[config.mk]
export PLATFORM = sky130hd
export DESIGN_NAME = sms_rom_mapper
export DESIGN_NICKNAME = d
export VERILOG_FILES = /design/src/rtl/sms_rom_mapper.sv
export SDC_FILE = /design/constraint.sdc
export NUM_CORES = 1
export LEC_CHECK = 0
export CELL_PAD_IN_SITES_DETAIL_PLACEMENT = 0
export CELL_PAD_IN_SITES_GLOBAL_PLACEMENT = 1
export CORE_AREA = 3 3 67 101
export CTS_BUF_LIST = sky130_fd_sc_hd__clkbuf_8
export CTS_CLUSTER_DIAMETER = 200
export CTS_CLUSTER_SIZE = 8
export DETAILED_ROUTE_END_ITERATION = 8
export DIE_AREA = 0 0 70 104
export PLACE_DENSITY_LB_ADDON = 0.1
export SLEW_MARGIN = 20
export SYNTH_ARGS = -nofsm -noshare
export SYNTH_HDL_FRONTEND = slang
export SYNTH_SLANG_ARGS = --single-unit
[constraint.sdc]
create_clock -name i_clock -period 3.32 [get_ports i_clock]
set_input_delay 0.664 -clock i_clock [delete_from_list [all_inputs] [get_ports i_clock]]
set_output_delay 0.664 -clock i_clock [all_outputs]
set_load 0.05 [all_outputs]
[src/rtl/sms_rom_mapper.sv]
// sms_rom_mapper
//   Sega-style cartridge mapper and ROM read sequencer. Holds the $FFFC-$FFFF
//   paging registers, translates 16-bit CPU addresses into physical ROM
//   addresses, and runs a three-state read sequence against a synchronous ROM
//   that has one cycle of read latency.
//
// Ports
//   i_clock      system clock, rising edge
//   i_reset_n    asynchronous active-low reset
//   i_cpu_addr   CPU address, sampled with i_rd_req / i_wr_req
//   i_cpu_din    CPU write data, sampled with i_wr_req
//   i_rd_req     one-cycle read request (ignored while o_busy=1)
//   i_wr_req     one-cycle write request (paging registers, accepted in any state)
//   o_rd_data    read result, valid with o_rd_ack and held afterwards
//   o_rd_ack     one-cycle read-complete pulse
//   o_rd_hit     1 = ROM-space read, 0 = non-ROM (o_rd_data = 8'hFF)
//   o_busy       a read is in flight
//   o_rom_addr   registered address to the synchronous ROM
//   i_rom_q      ROM data, valid the cycle after o_rom_addr is captured by the ROM
//   o_bank_ctrl  $FFFC control register, exported for cart-RAM logic
module sms_rom_mapper #(
  parameter int ROM_AW = 19
) (
  input  logic              i_clock,
  input  logic              i_reset_n,
  input  logic [15:0]       i_cpu_addr,
  input  logic [7:0]        i_cpu_din,
  input  logic              i_rd_req,
  input  logic              i_wr_req,
  output logic [7:0]        o_rd_data,
  output logic              o_rd_ack,
  output logic              o_rd_hit,
  output logic              o_busy,
  output logic [ROM_AW-1:0] o_rom_addr,
  input  logic [7:0]        i_rom_q,
  output logic [7:0]        o_bank_ctrl
);

  localparam int NB = ROM_AW - 14;

  typedef enum logic [1:0] {
    ST_IDLE  = 2'd0,
    ST_ISSUE = 2'd1,
    ST_CAPT  = 2'd2
  } state_t;

  state_t            r_state;
  state_t            w_state_next;
  logic [7:0]        r_bank_ctrl;
  logic [7:0]        r_bank0;
  logic [7:0]        r_bank1;
  logic [7:0]        r_bank2;
  logic [ROM_AW-1:0] r_rom_addr;
  logic [7:0]        r_rd_data;
  logic              r_rd_ack;
  logic              r_rd_hit;
  logic              r_pend_hit;

  logic [NB-1:0]     w_bank_sel;
  logic [ROM_AW-1:0] w_map_addr;
  logic              w_map_hit;
  logic              w_accept;

  // Address translation uses the current (pre-write) bank registers, so a
  // write in the same cycle as an accepted read does not affect that read.
  always_comb begin
    w_bank_sel = r_bank0[NB-1:0];
    case (i_cpu_addr[15:14])
      2'b01:   w_bank_sel = r_bank1[NB-1:0];
      2'b10:   w_bank_sel = r_bank2[NB-1:0];
      default: w_bank_sel = r_bank0[NB-1:0];
    endcase
    w_map_hit = (i_cpu_addr[15:14] != 2'b11);
    // First 1 KB is fixed to physical page 0 regardless of bank0.
    if (i_cpu_addr[15:10] == 6'd0) begin
      w_map_addr = {{(ROM_AW-10){1'b0}}, i_cpu_addr[9:0]};
    end else begin
      w_map_addr = {w_bank_sel, i_cpu_addr[13:0]};
    end
  end

  assign w_accept = i_rd_req && (r_state == ST_IDLE);

  always_ff @(posedge i_clock or negedge i_reset_n) begin
    if (!i_reset_n) begin
      r_state <= ST_IDLE;
    end else begin
      r_state <= w_state_next;
    end
  end

  always_comb begin
    w_state_next = r_state;
    case (r_state)
      ST_IDLE:  if (w_accept) w_state_next = ST_ISSUE;
      ST_ISSUE: w_state_next = ST_CAPT;
      ST_CAPT:  w_state_next = ST_IDLE;
      default:  w_state_next = ST_IDLE;
    endcase
  end

  always_ff @(posedge i_clock or negedge i_reset_n) begin
    if (!i_reset_n) begin
      r_bank_ctrl <= 8'h00;
      r_bank0     <= 8'h00;
      r_bank1     <= 8'h01;
      r_bank2     <= 8'h02;
      r_rom_addr  <= '0;
      r_rd_data   <= 8'hFF;
      r_rd_ack    <= 1'b0;
      r_rd_hit    <= 1'b0;
      r_pend_hit  <= 1'b0;
    end else begin
      r_rd_ack <= 1'b0;

      if (i_wr_req) begin
        case (i_cpu_addr)
          16'hFFFC: r_bank_ctrl <= i_cpu_din;
          16'hFFFD: r_bank0     <= i_cpu_din;
          16'hFFFE: r_bank1     <= i_cpu_din;
          16'hFFFF: r_bank2     <= i_cpu_din;
          default: ;
        endcase
      end

      if (w_accept) begin
        r_pend_hit <= w_map_hit;
        // Non-ROM reads leave the ROM address untouched.
        if (w_map_hit) r_rom_addr <= w_map_addr;
      end

      if (r_state == ST_CAPT) begin
        r_rd_ack  <= 1'b1;
        r_rd_hit  <= r_pend_hit;
        r_rd_data <= r_pend_hit ? i_rom_q : 8'hFF;
      end
    end
  end

  assign o_busy      = (r_state != ST_IDLE);
  assign o_rom_addr  = r_rom_addr;
  assign o_rd_data   = r_rd_data;
  assign o_rd_ack    = r_rd_ack;
  assign o_rd_hit    = r_rd_hit;
  assign o_bank_ctrl = r_bank_ctrl;

endmodule

; ---- Yosys cells after proc, flatten, opt, wreduce, memory -nomap -nowiden
; Cells that the tools add are included.
[word_totals]
register_bits = 55
latchBits = 0
mem_bits_rw = 0
mem_bits_ro = 0
inputBits = 36
out_inout_bits = 38
word_cells = 35
n_memories = 0
[classes]
addsub = 0
mul = 0
div_mod_pow = 0
n_lt_le_gt_ge = 0
n_eq_ne = 10
n_shift = 0
muxes = 6
bitwise_logic = 0
n_reduce_logical = 9
[ops]
columns = cell, count
row1 = 16-bit == test (second input constant), 4
row2 = 19-bit 2-to-1 mux, 1
row3 = 5-bit case mux with 2 select lines, 1
row4 = 2-bit AND reduction, 5
row5 = 8-bit 2-to-1 mux, 1
row6 = 6-bit zero test, 1
row7 = 2-bit by 1-bit == test with 1-bit output (second input constant), 2
row8 = 2-bit == test (second input constant), 2
row9 = 2-bit != test (second input constant), 2
row10 = 2-bit case mux with 2 select lines, 1
row11 = 2-bit zero test, 1
row12 = 2-bit 2-to-1 mux, 1
row13 = 2-bit nonzero test, 1
row14 = 1-bit logical AND, 1
row15 = 1-bit 2-to-1 mux, 1

; ---- Depth between registers and ports, before layout
[depth]
ltp_word = 4
depth_mapped = 6
mapped_depth_nobuf = 5

; ---- Worst setup path before layout
; OpenSTA, ideal clock, no wires.
[synth_path]
path_kind = input to register
startpoint = in i_cpu_addr[14]
endpoint = reg r_bank_ctrl[0] (netlist: o_bank_ctrl[0])
arrival_time_ns = 1.889
t_required_ns = 3.195
slack_ns = 1.306
cell_stages = 4
n_path_buf = 0
path_cell_list = ha_1 -> nand4_4 -> nor4_4 -> mux2_2
[synth_between]
elab_chain_len = 2
[synth_lines]
columns = item, line
row1 = from (decl), 26  ; input logic [15:0] i_cpu_addr,
row2 = 16-bit == test, 117  ; case (i_cpu_addr)
row3 = 2-bit AND reduction (no line), n/a
row4 = to (signal assigned), 118  ; 16'hFFFC: r_bank_ctrl <= i_cpu_din;
row5 = to (decl), 49  ; logic [7:0] r_bank_ctrl;
; Every way passes these cells.
; A chain may end at the register's enable or synchronous reset.

; ---- Worst setup path after layout
[layout_path]
startpoint = in i_cpu_addr[14]
endpoint = reg r_bank_ctrl[4] (netlist: o_bank_ctrl[4])
; Same word-level chain as after synthesis.

==> results.cfg <==
[status]
status = completed

[critical_path]
cp.arrival_ps = 2660
rr_startpoint = r_state[1]
critical_path_class = in2reg
start_kind = input port
cp-end-kind = flip-flop
cp_data_required_time_ps = 3510
rrSetupSlack_ps = 1610
rr_endpoint = o_rom_addr[14]
ff2ff_path_depth = 3
crit_fanout = 8

[route]
num_vias = 1721
drt_iter0_drc = 46
wl_met1_mm = 2.17
wire_per_inst_um = 14.7
wl_met3_um = 238
drt-total-wl_mm = 5.21
drtPass1Iterations = 4
top_layer = met4
via_per_inst = 4.86
dr_wl_met2_mm = 2.72
drc_errors = 0
drtAntennaViolNets = 0

[synthesis]
synth_fp_nets = 241
synth_seq_cells = 55
synth_adder_area_share_pct = 2.12
ys_seq_area_share_pct = 58.7
synth_compound_area_share_pct = 6.83
synthesis.area_um2 = 2360
synth_mux_area_share_pct = 11.0
syn_inst = 201
synth-xor-area-share_pct = 0
synthSimpleGateAreaFrac_pct = 19.6
synth_cell_types = 28
synth_top_family_by_area = simple AND/OR/NAND/NOR gates
yosysWarnings = 0
syn_avg_cell_area_um2 = 11.8

[global_routing]
grt_pass1_vias = 1786
antenna_found_initial = 0
overflow = 0
grt_pass1_wl_mm = 9.18
grt_start_max_net_pins = 24
grt_util_all_layers_pct = 15.7

[placement]
port_buffers = 73
dp_hpwl_mm = 4.01
place_ws_ps = 472
globalplace.congestion = 0.734

[timing]
fin_skew_ps = 11.6
finalHoldViolations = 0
fmax_mhz = 405
final.setup.tns_ps = 0
timing.hold.ws_ps = 248
period_share_pct = 74.4
grt_setup_unrepaired = no
worstMarginPinSlew_ps = 604
final_max_slew_viol_count = 0
slew_headroom_pct = 59.4
min_period_ps = 2470
worst_slack_ps = 849
setup_viol = 0

[pwr]
p_per_area_nw_per_um2 = 647
finalPower_w = 0.00213
peakVddDrop_uv = 230
leakage_nw = 1.54

[clocking]
htree_levels = 2
cts_buffer_depth = 2
numCtsBuffers = 5
postCtsHoldBufs = 0
clkLatencyLatePin_ps = 300
cts_resized = 0
cts_tree = built
cts_setup_buffers = 0
root_buffer = clkbuf_8
clk_pin_slew_worst_paths_ps = 100
cts_sinks = 55

[cells_and_area]
syn_to_final_growth_pct = 39.2
diodes = 0
fillerInstances = 569
layout_common_cells = clkdlybuf4s50_1 (72), nand2_1 (51), dfrtp_1 (45), mux2_2 (22), nor2_1 (14)
fin_util_pct = 54.5
layout.nets = 319
drive_gt1_share_pct = 18.9
layout_commonest_cell = clkdlybuf4s50_1

[floorplanning]
dieArea_um2 = 7280
die_h_um = 104
fp-row-count = 35
core-area_um2 = 6040
io_pins = 74
die_x_um = 70
start_util_pct = 39.1

[run]
maxCapViolCount = 0

[hold_path]
min_path_type = in2async
-- layout make-up --
cell class | count | area [um^2] | share of cell area (%)
Sequential cell | 55 | 1390 | 42.2
Timing Repair Buffer | 77 | 756 | 23.0
Clock inverter | 2 | 12.5 | 0.380
Inverter | 5 | 18.8 | 0.570
Clock buffer | 6 | 82.6 | 2.51
Multi-Input combinational cell | 135 | 940 | 28.6
Tap cell | 74 | 92.6 | 2.81
-- kinds of logic after synthesis --
| kind of cell | count (synthesis) |
|---|---|
| fa+ha+maj | 4 |
| compound gates | 26 |
| simple gates | 82 |
| flops | 55 |
| mux | 23 |
| buf+inv | 11 |
-- worst max path at each step --
| stage | end | from | cells past startpoint |
|---|---|---|---|
| floorplan | o_bank_ctrl[0] | i_cpu_addr[14] | 4 |
| global placement | o_bank_ctrl[0] | i_cpu_addr[14] | 5 |
| detailed placement | o_bank_ctrl[2] | i_cpu_addr[14] | 5 |
| CTS | o_bank_ctrl[2] | i_cpu_addr[14] | 5 |
| global route | o_bank_ctrl[3] | i_cpu_addr[15] | 5 |
| finish | o_bank_ctrl[4] | i_cpu_addr[14] | 5 |
-- flip-flops by register name (all words and copies together), names as in the netlist --
signal	count
o_bank_ctrl	8
o_rd_ack	1
o_rd_data	8
o_rd_hit	1
o_rom_addr	19
r_bank0	5
r_bank1	5
r_bank2	5
r_pend_hit	1
r_state	2
-- worst max-delay path, cell delays in order --
cell and delay, ps:
clkdlybuf4s50_1 510, ha_1 280, nand4_4 190, nor4_4 610
mux2_2 400
-- power breakdown --
group | switching [W] | internal (W)
Combinational | 0.000578 | 0.000290
Sequential | 0.0000638 | 0.000816
Clock | 0.000211 | 0.000168
-- Yosys cell counts, drive strengths merged --
cell type  number  area (um^2)
dfstp          10          263
nand4           4         61.3
nor2b           1         6.26
nor2           14         52.6
or2             1         6.26
clkbuf          4         15.0
or4b            1         10.0
a22oi           5         37.5
nor4            5         91.3
nand2b          1         6.26
nand2          51          191
o21ai          10         50.1
clkinv          1         3.75
mux2           23          259
a22o            5         43.8
nand4b          2         17.5
buf             2         8.75
ha              4         50.1
nand4bb         1         11.3
a21oi           6         30.0
dfrtp          45         1130
inv             4         15.0
nor4b           1         8.76
-- metal layers --
metal	GRT usage, %	up-vias
met1	19.6	821
met5	0	-
met3	3.00	6
li1	-	849
met2	26.7	45
met4	5.34	0
-- through the flow --
step	cells	area (um^2)
floorplan	201	2360
global placement	346	3200
detailed placement	346	3200
CTS	354	3290
global route	354	3290
finish	354	3290
Power figures use the tool's default switching activity.
